--- config.mk ---
export PLATFORM = sky130hd
export DESIGN_NAME = shift32
export DESIGN_NICKNAME = d
export VERILOG_FILES = /design/src/rtl/shift_pkg.sv /design/src/rtl/shift32_stage.sv /design/src/rtl/shift32.sv
export SDC_FILE = /design/constraint.sdc
export NUM_CORES = 1
export LEC_CHECK = 0
export CAP_MARGIN = 20
export CORE_ASPECT_RATIO = 1.4
export CORE_MARGIN = 1.5
export CORE_UTILIZATION = 45
export DETAILED_ROUTE_END_ITERATION = 7
export PLACE_DENSITY = 0.7
export SYNTH_ARGS = -nofsm -noshare
export SYNTH_HDL_FRONTEND = slang
export SYNTH_SLANG_ARGS = --single-unit
--- constraint.sdc ---
create_clock -name vclk -period 6.2
set_clock_uncertainty 0.2 [all_clocks]
set_input_delay 1.24 -clock vclk [all_inputs]
set_output_delay 1.24 -clock vclk [all_outputs]
set_load 0.02 [all_outputs]
--- src/rtl/shift_pkg.sv ---
// Shared definitions for the 32-bit shift unit: widths, one-hot op codes and the
// bit-reversal helper used to build the left shift from the right shifter.
package shift_pkg;

    localparam int unsigned SHIFT_W = 32;
    localparam int unsigned SHAMT_W = 5;

    // One-hot {sll, srl, sra} encoding for decoders and benches
    localparam logic [2:0] OP_SLL = 3'b100;
    localparam logic [2:0] OP_SRL = 3'b010;
    localparam logic [2:0] OP_SRA = 3'b001;

    function automatic logic [SHIFT_W-1:0] bitrev32(input logic [SHIFT_W-1:0] value);
        logic [SHIFT_W-1:0] rev;
        rev = '0;
        for (int i = 0; i < int'(SHIFT_W); i++) begin
            rev[i] = value[SHIFT_W-1-i];
        end
        return rev;
    endfunction

endpackage

--- src/rtl/shift32_stage.sv ---
// One log stage of the right barrel shifter: shifts right by DIST when enabled,
// filling the vacated top bits with the supplied fill bit.
module shift32_stage
    import shift_pkg::*;
#(
    parameter int unsigned DIST = 1
) (
    input  logic               en,
    input  logic               fill,
    input  logic [SHIFT_W-1:0] in,
    output logic [SHIFT_W-1:0] out
);

    // Bits shifted off the bottom are intentionally discarded
    logic unused_low;
    assign unused_low = ^in[DIST-1:0];

    assign out = en ? {{DIST{fill}}, in[SHIFT_W-1:DIST]} : in;

endmodule

--- src/rtl/shift32.sv ---
// Combinational 32-bit barrel shifter (sll/srl/sra). Left shifts reuse the right
// shifter on a bit-reversed operand; clock and reset exist for interface uniformity.
module shift32
    import shift_pkg::*;
(
    input  logic               m_clock,
    input  logic               p_reset,
    input  logic               sll,
    input  logic               srl,
    input  logic               sra,
    input  logic [SHIFT_W-1:0] in,
    input  logic [SHAMT_W-1:0] shamt,
    output logic [SHIFT_W-1:0] out
);

    logic unused_ctl;
    assign unused_ctl = m_clock ^ p_reset;

    // Strobe priority sll > srl > sra; no strobe leaves every stage disabled
    logic sll_sel;
    logic srl_sel;
    logic sra_sel;
    logic any_sel;

    assign sll_sel = sll;
    assign srl_sel = ~sll & srl;
    assign sra_sel = ~sll & ~srl & sra;
    assign any_sel = sll_sel | srl_sel | sra_sel;

    logic                            fill;
    logic [SHAMT_W:0][SHIFT_W-1:0]   stage;

    assign fill     = sra_sel & in[SHIFT_W-1];
    assign stage[0] = sll_sel ? bitrev32(in) : in;

    for (genvar i = 0; i < int'(SHAMT_W); i++) begin : g_stage
        shift32_stage #(
            .DIST (32'(1) << i)
        ) u_stage (
            .en   (shamt[i] & any_sel),
            .fill (fill),
            .in   (stage[i]),
            .out  (stage[i+1])
        );
    end

    assign out = sll_sel ? bitrev32(stage[SHAMT_W]) : stage[SHAMT_W];

endmodule

* Word-level counts from Yosys, hierarchy flattened *
Index checks and enable logic that the tools add are counted.

operators by class
  multiplexer cells = 7
  bitwise operators = 13

operator list
  operator            count
  32-bit two-way mux  7
  1-bit bitwise AND   9
  1-bit inverter      2
  1-bit OR            2

word-level totals
  bits of input ports = 42
  logic and storage cells = 20
  output and inout bits = 32
  register bits after elaboration = 0

* Logic depth before layout (Yosys ltp) *
  depth in word-level cells = 11
  mapped depth = 12
  gate-level depth less buffers = 7

* Cells and area by module *
Synthesis repeated with hierarchy kept, for this count alone.

second synthesis, totals
  cell total of the unflattened synthesis = 259
  area, all modules = 3886.2 um^2

modules (own cells, without submodules)
  module                                   area an instance (um^2)  instances  cells an instance
  shift32_stage at g_stage[0].u_stage ...  544.3                    4          36
  shift32                                  1159.9                   1          78
  shift32_stage at g_stage[4].u_stage      549.3                    1          37

* Worst setup path before layout *
Ideal clock, no wire load.

  path type = input to output
  start point = input sll
  end point = output out[17]
  cell stages on the path = 10
  path buffers = 3
  required time = 4.760 ns
  slack = 1.556 ns
  arrival = 3.204 ns
  cells stage by stage = buf_6 > buf_6 > buf_6 > nor3_4 > nor4b_2 > o31ai_4 > nand3_1 > o21ai_1 > a21oi_1 > a222oi_1

on the way
  word-level cells in the longest chain between the ends = 11
  elaborated cells on any way between the ends = 19
  those cells by class = 7 x mux; 12 x bitwise

ends and longest elaborated chain
  element                                        RTL line                      source
  start, declared                                shift32.sv:8                  input logic sll,
  1-bit inverter                                 shift32.sv:26, shift32.sv:27
  1-bit bitwise AND (on tied branches)           shift32.sv:26, shift32.sv:27
  1-bit OR or 1-bit bitwise AND (tied branches)  shift32.sv:28, shift32.sv:27
  1-bit OR                                       shift32.sv:28                 assign any_sel = sll_sel | srl_sel | sra_sel;
  1-bit bitwise AND                              shift32.sv:40                 .en (shamt[i] & any_sel),
  32-bit two-way mux (5 in a row)                shift32_stage.sv:18           assign out = en ? {{DIST{fill}}, in[SHIFT_W-1:DIST]} : in;
  32-bit two-way mux (*)                         shift32.sv:47                 assign out = sll_sel ? bitrev32(stage[SHAMT_W]) : stage[SHAMT_W];
  end, declared                                  shift32.sv:13                 output logic [SHIFT_W-1:0] out

Every way passes the cells marked *; elsewhere a longest branch is shown, timed or not.

* Worst setup path in the final report *
  start point = input srl
  end point = output out[5]

on the way
  word-level cells in the longest chain between the ends = 11
  elaborated cells on any way between the ends = 18
  those cells by class = 6 x mux; 12 x bitwise

ends and longest elaborated chain
  element                          RTL line             source
  start, declared                  shift32.sv:9         input logic srl,
  1-bit inverter                   shift32.sv:27        assign sra_sel = ~sll & ~srl & sra;
  1-bit bitwise AND (2 in a row)   shift32.sv:27
  1-bit OR                         shift32.sv:28
  1-bit bitwise AND                shift32.sv:40
  32-bit two-way mux (4 in a row)  shift32_stage.sv:18
  32-bit two-way mux (*)           shift32_stage.sv:18
  32-bit two-way mux (*)           shift32.sv:47

Marks and branches as above.

==> results_dict.tcl <==
set metrics [dict create \
    status "finished, final reports clean" \
    syn_area_um2 4010 \
    rows 40 \
    slowest_stage "clkdlybuf4s50_1" \
    crit_type "input port to primary output" \
    final_area_um2 4790 \
    holdWs_ps 3550 \
    syn_to_final_growth_pct 19.5 \
    cap_violations 0 \
    seq_cell_count 0 \
    cpPeakStageDelay_ps 620 \
    routed-wl-met3_um 1420 \
    drtAntennaViolNets 0 \
    cts_resized 0 \
    pwr-share-seq_pct 0 \
    maxSlewViolCount 0 \
    routed_wl_um 16400 \
    arrival_ps 4600 \
    hold_class "input port to primary output" \
    cp-start-kind "input port" \
    layout_commonest_cell "clkdlybuf4s50_1" \
    grt-ovfl-total 0 \
    wl_met2_um 7460 \
    syn_area_per_cell_um2 7.19 \
    finalSetupTns_ps 0 \
    drc_errors 0 \
    drive_above_1_share_pct 17.5 \
    first_global_vias 4567 \
    endpoint "out[5]" \
    setup_viol 0 \
    power.switching_uw 309 \
    synth_warnings 0 \
    portBuffers 72 \
    place_area_um2 4790 \
    cp_max_fo 12 \
    p_clk_share_pct 0 \
    syn-num-nets 599 \
    dieArea_um2 9490 \
    combPwrFrac_pct 100.0 \
    final_util_pct 55.6 \
    worst_pin_slew_ps 683 \
    pwr_density_cell_nw_per_um2 111 \
    track_usage_pct 34.3 \
    leakage_nw 1.83 \
    fillers 862 \
    swShare_pct 57.8 \
    p_int_uw 225 \
    ctsHoldBuffers 0 \
    rsz0062_at_grt "false" \
    setup.worst_path.start "srl" \
    fmax_ghz 0.166 \
    cpMostUsedCell "clkdlybuf4s50_1" \
    worst_ep_required_time_ps 4760 \
    timing.final.crit_share_pct 97.4 \
    wl_per_cell_um 23.1 \
    synth_seq_area_share_pct 0 \
    synthCells 557 \
    gp_congestion 1.02 \
    core_area_um2 8610 \
    via_count 5113 \
    die_x_um 82.7 \
    slew_headroom_pct 53.7 \
    total_power_uw 534 \
    vias_per_cell 7.20 \
    met1Wirelength_um 6480 \
    ir_worst_vdd_mv 0.0615 \
    final_cell_mix "clkdlybuf4s50_1 (69), a21oi_1 (56), mux2i_1 (46), nor2_1 (45), buf_4 (42)" \
    drtIter0Drc 809 \
    first_pass_iters 7 \
    nClkBuffers 0 \
    place_hpwl_um 12500 \
    antenna_cells 0 \
    seq_area_um2 0 \
    post-cts-setup-buffer-count 0 \
    grt_pass1_wl_um 25200 \
    nets 649 \
    grt_max_degree 53 \
    path_cells "clkdlybuf4s50_1 > buf_12 > o21ai_4 > mux2i_1 > a22oi_1 > a221oi_1 > a21oi_1 > o21a_1 > o22ai_1 > clkdlybuf4s50_1" \
    hold_viol 0 \
    worstSetupEndpointType "primary output" \
    top_layer_used "met4" \
    start_util_pct 46.5 \
    fp.dieH_um 115 \
    grt_antenna_before_repair 0 \
    synth_cell_types 85 \
    period_needed_ps 6040 \
    ioPinCount 74 \
]
worst min path at each step:
stage | from | to | depth (start not counted)
after floorplan | in[5] | out[5] | 2
after global placement | sll | out[14] | 5
after detailed placement | sll | out[14] | 5
after CTS | sll | out[14] | 5
after global routing | sll | out[14] | 5
final | sll | out[14] | 5
power groups by stage:
stage / clock, mW / sequential (mW) / combinational, mW
floorplan: 0 / 0 / 0.341
global placement: 0 / 0 / 0.516
detailed placement: 0 / 0 / 0.519
CTS: 0 / 0 / 0.523
global route: 0 / 0 / 0.564
finish: 0 / 0 / 0.534
through the flow:
| stage | setup slack (ps) | cells |
|---|---|---|
| after floorplan | 1560 | 557 |
| after global placement | 197 | 710 |
| after detailed placement | 141 | 710 |
| after CTS | 135 | 710 |
| after global routing | 21.3 | 710 |
| final | 163 | 710 |
final cells by class:
cell class | count | area (um2) | share of cell area [%]
Tap cell | 105 | 131 | 2.74
Multi-Input combinational cell | 485 | 3580 | 74.8
Inverter | 5 | 18.8 | 0.392
Timing Repair Buffer | 115 | 1060 | 22.1
worst max-delay path: cells and delay by family:
kind                   cells  cell delay [ps]
muxes                      1              330
buffers and inverters      3             1390
AOI/OAI and AO/OA          6             1630
synth_stat cells (3+ instances only):
| master | n | area share, % |
|---|---|---|
| a211oi_2 | 6 | 1.9 |
| o31a_1 | 5 | 1.1 |
| o31ai_4 | 5 | 2.7 |
| mux2_2 | 18 | 5.1 |
| mux2_1 | 3 | 0.84 |
| and3_1 | 4 | 0.62 |
| buf_2 | 27 | 3.4 |
| a32oi_1 | 9 | 2.0 |
| nand2_1 | 38 | 3.6 |
| a221oi_1 | 6 | 1.3 |
| o211ai_1 | 12 | 2.2 |
| a211o_1 | 5 | 1.1 |
| buf_4 | 13 | 2.4 |
| o311ai_1 | 3 | 0.66 |
| clkbuf_1 | 13 | 1.2 |
| a21oi_1 | 56 | 7.0 |
| a211oi_1 | 10 | 1.9 |
| a22oi_1 | 5 | 0.94 |
| mux2i_1 | 46 | 11 |
| o2bb2ai_1 | 5 | 1.1 |
| o21ai_0 | 21 | 2.6 |
| o21a_1 | 10 | 1.9 |
| buf_6 | 11 | 3.1 |
| a221o_1 | 7 | 1.7 |
| a21o_1 | 16 | 3.0 |
| a21oi_2 | 3 | 0.66 |
| o221ai_1 | 5 | 1.1 |
| o22ai_1 | 17 | 2.7 |
| o21ai_1 | 13 | 1.6 |
| mux4_2 | 4 | 2.2 |
| a22o_1 | 4 | 0.87 |
| a31oi_1 | 8 | 1.2 |
| and2_1 | 13 | 2.0 |
| o22a_1 | 4 | 0.87 |
| nand3_1 | 16 | 2.0 |
| inv_1 | 3 | 0.28 |
| or3_1 | 4 | 0.62 |
| nor2_1 | 45 | 4.2 |
| buf_1 | 3 | 0.28 |
| nor3_1 | 9 | 1.1 |
metal layers:
layer / vias up / track usage [%]
met1: 2354 / 45.9
met4: 0 / 17.0
li1: 2313 / -
met2: 365 / 54.2
met3: 81 / 2.95
met5: - / 0
cell families after synthesis:
| logic type | count (synthesis) | synth area share (%) |
|---|---|---|
| compound gates | 267 | 51.2 |
| xor+xnor | 1 | 0.219 |
| buf+inv | 72 | 10.9 |
| simple gates | 146 | 18.1 |
| mux | 71 | 19.6 |
No activity file was read; power rests on OpenSTA's default activity.
